### config.mk
export PLATFORM = sky130hd
export DESIGN_NAME = if_id_stage
export DESIGN_NICKNAME = d
export VERILOG_FILES = /design/src/rtl/if_id_stage.sv
export SDC_FILE = /design/constraint.sdc
export NUM_CORES = 1
export LEC_CHECK = 0
export ABC_AREA = 1
export BUFFER_PORTS_ARGS = -buffer_cell sky130_fd_sc_hd__buf_2
export CAP_MARGIN = 20
export CORE_MARGIN = 1
export CORE_UTILIZATION = 55
export CTS_CLUSTER_DIAMETER = 30
export CTS_CLUSTER_SIZE = 12
export DETAILED_ROUTE_END_ITERATION = 8
export PLACE_DENSITY = 0.94
export SYNTH_ARGS = -nofsm -noshare
export SYNTH_HDL_FRONTEND = slang
export SYNTH_SLANG_ARGS = --single-unit
### constraint.sdc
create_clock -name clk_i -period 5.9 [get_ports clk_i]
set_clock_uncertainty 0.2 [all_clocks]
set_input_delay 0.295 -clock clk_i [delete_from_list [all_inputs] [get_ports clk_i]]
set_output_delay 0.295 -clock clk_i [all_outputs]
set_load 0.02 [all_outputs]
### src/rtl/if_id_stage.sv
// if_id_stage: program counter, instruction fetch and IF/ID register with flush/stall and saturating event counters
module if_id_stage #(
  parameter logic [31:0] RESET_PC  = 32'h0000_0000,
  parameter logic [31:0] NOP_INSTR = 32'h0000_0013,
  parameter int          CNT_W     = 16
) (
  input  logic             clk_i,
  input  logic             rst_i,
  input  logic             stall_i,
  input  logic             flush_i,
  input  logic [31:0]      branch_target_i,
  output logic [31:0]      imem_addr_o,
  input  logic [31:0]      imem_instr_i,
  output logic [31:0]      pc_o,
  output logic [31:0]      instr_o,
  output logic             valid_o,
  output logic [CNT_W-1:0] stall_cnt_o,
  output logic [CNT_W-1:0] flush_cnt_o
);
  localparam logic [CNT_W-1:0] CNT_ONE = {{(CNT_W-1){1'b0}}, 1'b1};
  logic [31:0]      r_pc_q;
  logic [31:0]      r_pc;
  logic [31:0]      r_instr;
  logic             r_valid;
  logic [CNT_W-1:0] r_stall_cnt;
  logic [CNT_W-1:0] r_flush_cnt;
  logic [CNT_W-1:0] w_stall_nxt;
  logic [CNT_W-1:0] w_flush_nxt;
  always_comb begin
    w_stall_nxt = &r_stall_cnt ? r_stall_cnt : r_stall_cnt + CNT_ONE;
    w_flush_nxt = &r_flush_cnt ? r_flush_cnt : r_flush_cnt + CNT_ONE;
  end
  // flush outranks stall; a stall cycle that is also a flush is counted only as a flush
  always_ff @(posedge clk_i or posedge rst_i) begin
    if (rst_i) begin
      r_pc_q      <= RESET_PC;
      r_pc        <= '0;
      r_instr     <= NOP_INSTR;
      r_valid     <= 1'b0;
      r_stall_cnt <= '0;
      r_flush_cnt <= '0;
    end else if (flush_i) begin
      r_pc_q      <= {branch_target_i[31:2], 2'b00};
      r_pc        <= '0;
      r_instr     <= NOP_INSTR;
      r_valid     <= 1'b0;
      r_flush_cnt <= w_flush_nxt;
    end else if (stall_i) begin
      r_stall_cnt <= w_stall_nxt;
    end else begin
      r_pc_q      <= r_pc_q + 32'd4;
      r_pc        <= r_pc_q;
      r_instr     <= imem_instr_i;
      r_valid     <= 1'b1;
    end
  end
  assign imem_addr_o = r_pc_q;
  assign pc_o        = r_pc;
  assign instr_o     = r_instr;
  assign valid_o     = r_valid;
  assign stall_cnt_o = r_stall_cnt;
  assign flush_cnt_o = r_flush_cnt;
endmodule

Yosys cells after proc, flatten, opt, wreduce, memory -nomap -nowiden
Index checks and enable logic that the tools add are counted.
- add/sub/neg operators: 3
- reduce and logical (&&, ||, !) cells: 4
- bitwise operators: 3
- eq/ne operators: 1
- muxes and demuxes: 8
- operators with widths (kind ; count):
    $mux W32 ; 6
    $add A16 B1 Y16 const B ; 2
    $add A32 B3 Y32 const B ; 1
    $reduce_and A16 Y1 ; 2
    $not A1 Y1 ; 3
    $reduce_and A3 Y1 ; 1
    $mux W1 ; 2
    $ne A2 B1 Y1 const B ; 1
    $reduce_and A2 Y1 ; 1
- input port bits: 68
- output and inout bits: 129
- word-level logic and storage cells: 25
- bits in registers: 129

Depth between registers and ports, before layout
- word-level depth: 3
- mapped depth: 11
- mapped depth without buffers: 10

Worst setup path after synthesis
No wires, ideal clock.
- kind: register -> register
- from: register r_stall_cnt[0] (netlist: stall_cnt_o[0])
- to: register r_stall_cnt[14] (netlist: stall_cnt_o[14])
- clock period less this slack: 1.928 ns
- buffers on the path: 1
- data required time: 5.584 ns
- slack: 3.972 ns
- setup time: 0.116 ns
- stages on the path, launching flop included: 12
- arrival time: 1.611 ns
- cell sequence: dfrtp_1 > ha_1 > nand3_2 > nor2_4 > nand2_4 > nor2_4 > nand2_2 > nand2_4 > inv_4 > buf_6 > nand2_1 > nand2_1
- longest elaborated chain between the ends: 3
- elaborated cells on any way between the ends: 4
- those cells by class: 1 x add/sub; 1 x bitwise; 2 x reduce/logical
- RTL lines (element ; RTL line ; text):
    start: declaration ; 25 ; logic [CNT_W-1:0] r_stall_cnt;
    start signal: assignment ; 49 ; r_stall_cnt <= w_stall_nxt;
    branches (longest 3 deep; another with $add A16 B1 Y16) ; - ;
Parallel ways; which one is timed is not known.
A chain may end at the register's enable or synchronous reset.

Worst setup path in the final report
- from: register r_flush_cnt[0] (netlist: flush_cnt_o[0])
- to: register r_flush_cnt[15] (netlist: flush_cnt_o[15])
- longest elaborated chain between the ends: 3
- elaborated cells on any way between the ends: 4
- those cells by class: 1 x add/sub; 1 x bitwise; 2 x reduce/logical
- RTL lines (element ; RTL line ; text):
    start: declaration ; 26 ; logic [CNT_W-1:0] r_flush_cnt;
    start signal: assignment ; 47 ; r_flush_cnt <= w_flush_nxt;
    branches (longest 3 deep; another with $add A16 B1 Y16) ; - ;
Parallel ways; which one is timed is not known.

==> impl_metrics.env <==
export IMPL_synth_compound_area_frac=0.130
export IMPL_drive_gt1_frac=0.241
export IMPL_cts_reportedPaths_clkPinSlew_ns=0.06
export IMPL_clk_latency_ns=0.41
export IMPL_switching_share=0.316
export IMPL_die_area_sq_um=12000
export IMPL_rows=38
export IMPL_vias=6537
export IMPL_drv_slew=0
export IMPL_area_growth_pct=34.0
export IMPL_core_sq_um=11000
export IMPL_vias_per_cell=5.53
export IMPL_status="complete, no violations"
export IMPL_ys_ff_latch=126
export IMPL_min_period_ns=2.32
export IMPL_finalInstanceArea_sq_um=8510
export IMPL_r2r_end="flush_cnt_o[15]"
export IMPL_layout_nets=1102
export IMPL_wl_met1_mm=7.58
export IMPL_synth_top_family_by_area="simple AND/OR/NAND/NOR gates"
export IMPL_synth_mux_area_frac=0
export IMPL_grt_pass1_vias=6321
export IMPL_io_pins=197
export IMPL_postPlaceCellArea_sq_um=7380
export IMPL_min_from="branch_target_i[22]"
export IMPL_yosys_area_top_type="dfrtp_1"
export IMPL_critPathLaunchType="flip-flop"
export IMPL_cts_buffer_depth=2
export IMPL_fmax_mhz=431
export IMPL_syn_area_sq_um=6350
export IMPL_leakagePower_nw=4.42
export IMPL_seq_power_share=0.387
export IMPL_yosysTopAreaCellShare=0.485
export IMPL_dpl_hpwl_mm=11.8
export IMPL_worst_path_max_delay_cell="dfrtp_1"
export IMPL_insertedDiodeCount=0
export IMPL_grt_ovfl_total=0
export IMPL_cellPowerDensity_nw_per_um2=329
export IMPL_finalSetupTns_ns=0
export IMPL_root_buffer="clkbuf_16"
export IMPL_grt_antenna_before_repair=0
export IMPL_cts_tree="built"
export IMPL_die_w_um=109
export IMPL_maxUsedRoutingLayer="met4"
export IMPL_critPathMaxFanout=18
export IMPL_synthXorXnorAreaFrac=0.0345
export IMPL_cp_cell_sequence="ha_1 > nand3_1 > nor3_2 > nand3_1 > nand2_1 > inv_2 > nand2_1 > o21ai_0"
export IMPL_setup_viol=0
export IMPL_portBuffers=192
export IMPL_p_sw_mw=0.883
export IMPL_finalWirelength_mm=19.1
export IMPL_cts_htree_levels=4
export IMPL_rsz0062_at_grt="no"
export IMPL_synth_avg_cell_area_sq_um=7.96
export IMPL_place_congestion=0.902
export IMPL_r2r_cells=8
export IMPL_cpLargestDelayFamily="simple AND/OR/NAND/NOR gates"
export IMPL_worst_path_largest_cell_delay_ns=0.44
export IMPL_rrSetupSlack_ns=3.58
export IMPL_synth_main_ff_cell="dfrtp_1"
export IMPL_met3_length_mm=1.69
export IMPL_hold_viol=0
export IMPL_worstSetupEndpointType="flip-flop"
export IMPL_cts_setup_buffers=0
export IMPL_crit_type="reg2reg"
export IMPL_internal_power_mw=1.91
export IMPL_wire_per_inst_um=16.2
export IMPL_rr_startpoint="flush_cnt_o[0]"
export IMPL_final_common_cell="nand2_1"
export IMPL_utilization=0.772
export IMPL_whs_ns=0.00918
export IMPL_grt_usage=0.334
export IMPL_ant_nets=0
export IMPL_dr_wl_met2_mm=9.28
export IMPL_synthCells=798
export IMPL_cts_sinks=126
export IMPL_min_path_type="in2reg"
export IMPL_ctsResizeCount=0
export IMPL_synth_fa_ha_area_frac=0.00591
export IMPL_initial_utilization=0.576
export IMPL_cp_num_buf_inv=1
export IMPL_hold_end="imem_addr_o[22]"
export IMPL_drt_initial_drc_count=728
export IMPL_numCtsBuffers=17
export IMPL_synth_warning_count=0
export IMPL_ys_seq_area_frac=0.497
export IMPL_min_path_cells=5
export IMPL_layout_common_cells="259 x nand2_1, 192 x buf_2, 123 x dfrtp_1, 76 x inv_1, 63 x nor2_1"
export IMPL_synth_edf_count=0
export IMPL_max_slew_worst_pin_slew_ns=0.973
export IMPL_yosys_top_cells_area="dfrtp_1 48%, nand2_1 15%, o21ai_0 4.8%"
export IMPL_timing_final_crit_share=0.394
export IMPL_synth_cell_type_count=38
export IMPL_drcViolationCount=0
export IMPL_crit_required_ns=5.99
export IMPL_grt_max_degree=82
export IMPL_crit_arrival_ns=2.41
export IMPL_drt_pass1_iter_count=6
export IMPL_p_clk_frac=0.398
export IMPL_async_reset_ff_frac=1.00
export IMPL_grt_pass1_wl_mm=30.6
export IMPL_maxSlewHeadroom=0.350
export IMPL_p_comb_frac=0.215
export IMPL_synth_simple_area_share=0.261
export IMPL_vdd_drop_max_uv=241
export IMPL_cap_violations=0
export IMPL_die_h_um=109
[cell families (layout without fill, tap and decap cells)]
logic type               count (synthesis)  after routing
flip-flops                             126            126
buffers and inverters                  113            357
other                                    1              2
AO/OA/AOI/OAI                          130            130
XOR/XNOR                                25             25
AND/OR/NAND/NOR                        400            400
adder cells (fa/ha/maj)                  3              3
[layout make-up]
class / count / area [sq um]
sequential: 126 / 3160
clock buffer: 21 / 470
fill: 758 / 2520
clock inverter: 10 / 161
tap: 140 / 175
timing repair buffer: 244 / 1490
multi-input combinational: 560 / 2750
inverter: 82 / 313
[worst register-to-register path, cell delays in order, from the launching register on]
cell and delay, ns:
dfrtp_1 0.44, ha_1 0.35, nand3_1 0.14, nor3_2 0.16
nand3_1 0.12, nand2_1 0.37, inv_2 0.24, nand2_1 0.12
o21ai_0 0.08
[power by group through the flow]
stage                     clock [mW]  combinational [mW]  sequential (mW)
after floorplan                    0               0.254             1.19
after global placement             0               0.545             1.09
after detailed placement           0               0.561             1.09
after CTS                       1.12               0.590             1.08
after global routing            1.16               0.661             1.10
final                           1.11               0.600             1.08
[metrics by stage]
step / power (mW) / std cells / setup WS [ns]
floorplan: 1.45 / 799 / 2.05
global placement: 1.63 / 1104 / 3.54
detailed placement: 1.65 / 1104 / 3.49
CTS: 2.79 / 1182 / 3.60
global route: 2.91 / 1183 / 3.37
finish: 2.80 / 1183 / 3.58
[repair_timing]
item / in CTS / in global routing
endpoints found under the hold margin: 91 / 0
hold buffers: 47 / 0
endpoints found under the setup margin: 0 / 0
[layer usage]
| metal | vias to the layer above | track usage |
|---|---|---|
| met5 | - | 0 |
| met1 | 3028 | 0.419 |
| met4 | 0 | 0.162 |
| met2 | 392 | 0.553 |
| met3 | 73 | 0.0699 |
| li1 | 3044 | - |
[worst max path at each step]
stage | end | from | slack (ns) | depth (start not counted)
global placement | imem_addr_o[27] | flush_i | 3.54 | 7
CTS | flush_cnt_o[15] | flush_cnt_o[0] | 3.60 | 8
global route | flush_cnt_o[13] | flush_cnt_o[0] | 3.37 | 8
floorplan | flush_cnt_o[0] | rst_i | 2.05 | 1
finish | flush_cnt_o[15] | flush_cnt_o[0] | 3.58 | 8
detailed placement | pc_o[13] | flush_i | 3.49 | 5
[flip-flops by register name, summed over array words and instances (netlist names)]
signal and cells:
instr_o 32, pc_o 31, imem_addr_o 30, flush_cnt_o 16, stall_cnt_o 16, valid_o 1
[synth_stat cells, drive strengths merged, types with 4 or more instances]
master	instances
clkbuf	21
o21ai	70
dfrtp	123
nand2	262
a31oi	5
nand4	9
o211ai	4
nand3	47
nor3	11
inv	81
xnor2	11
a22o	31
buf	10
a21oi	13
nor2	69
xor2	14
No activity file was read; power rests on OpenSTA's default activity.
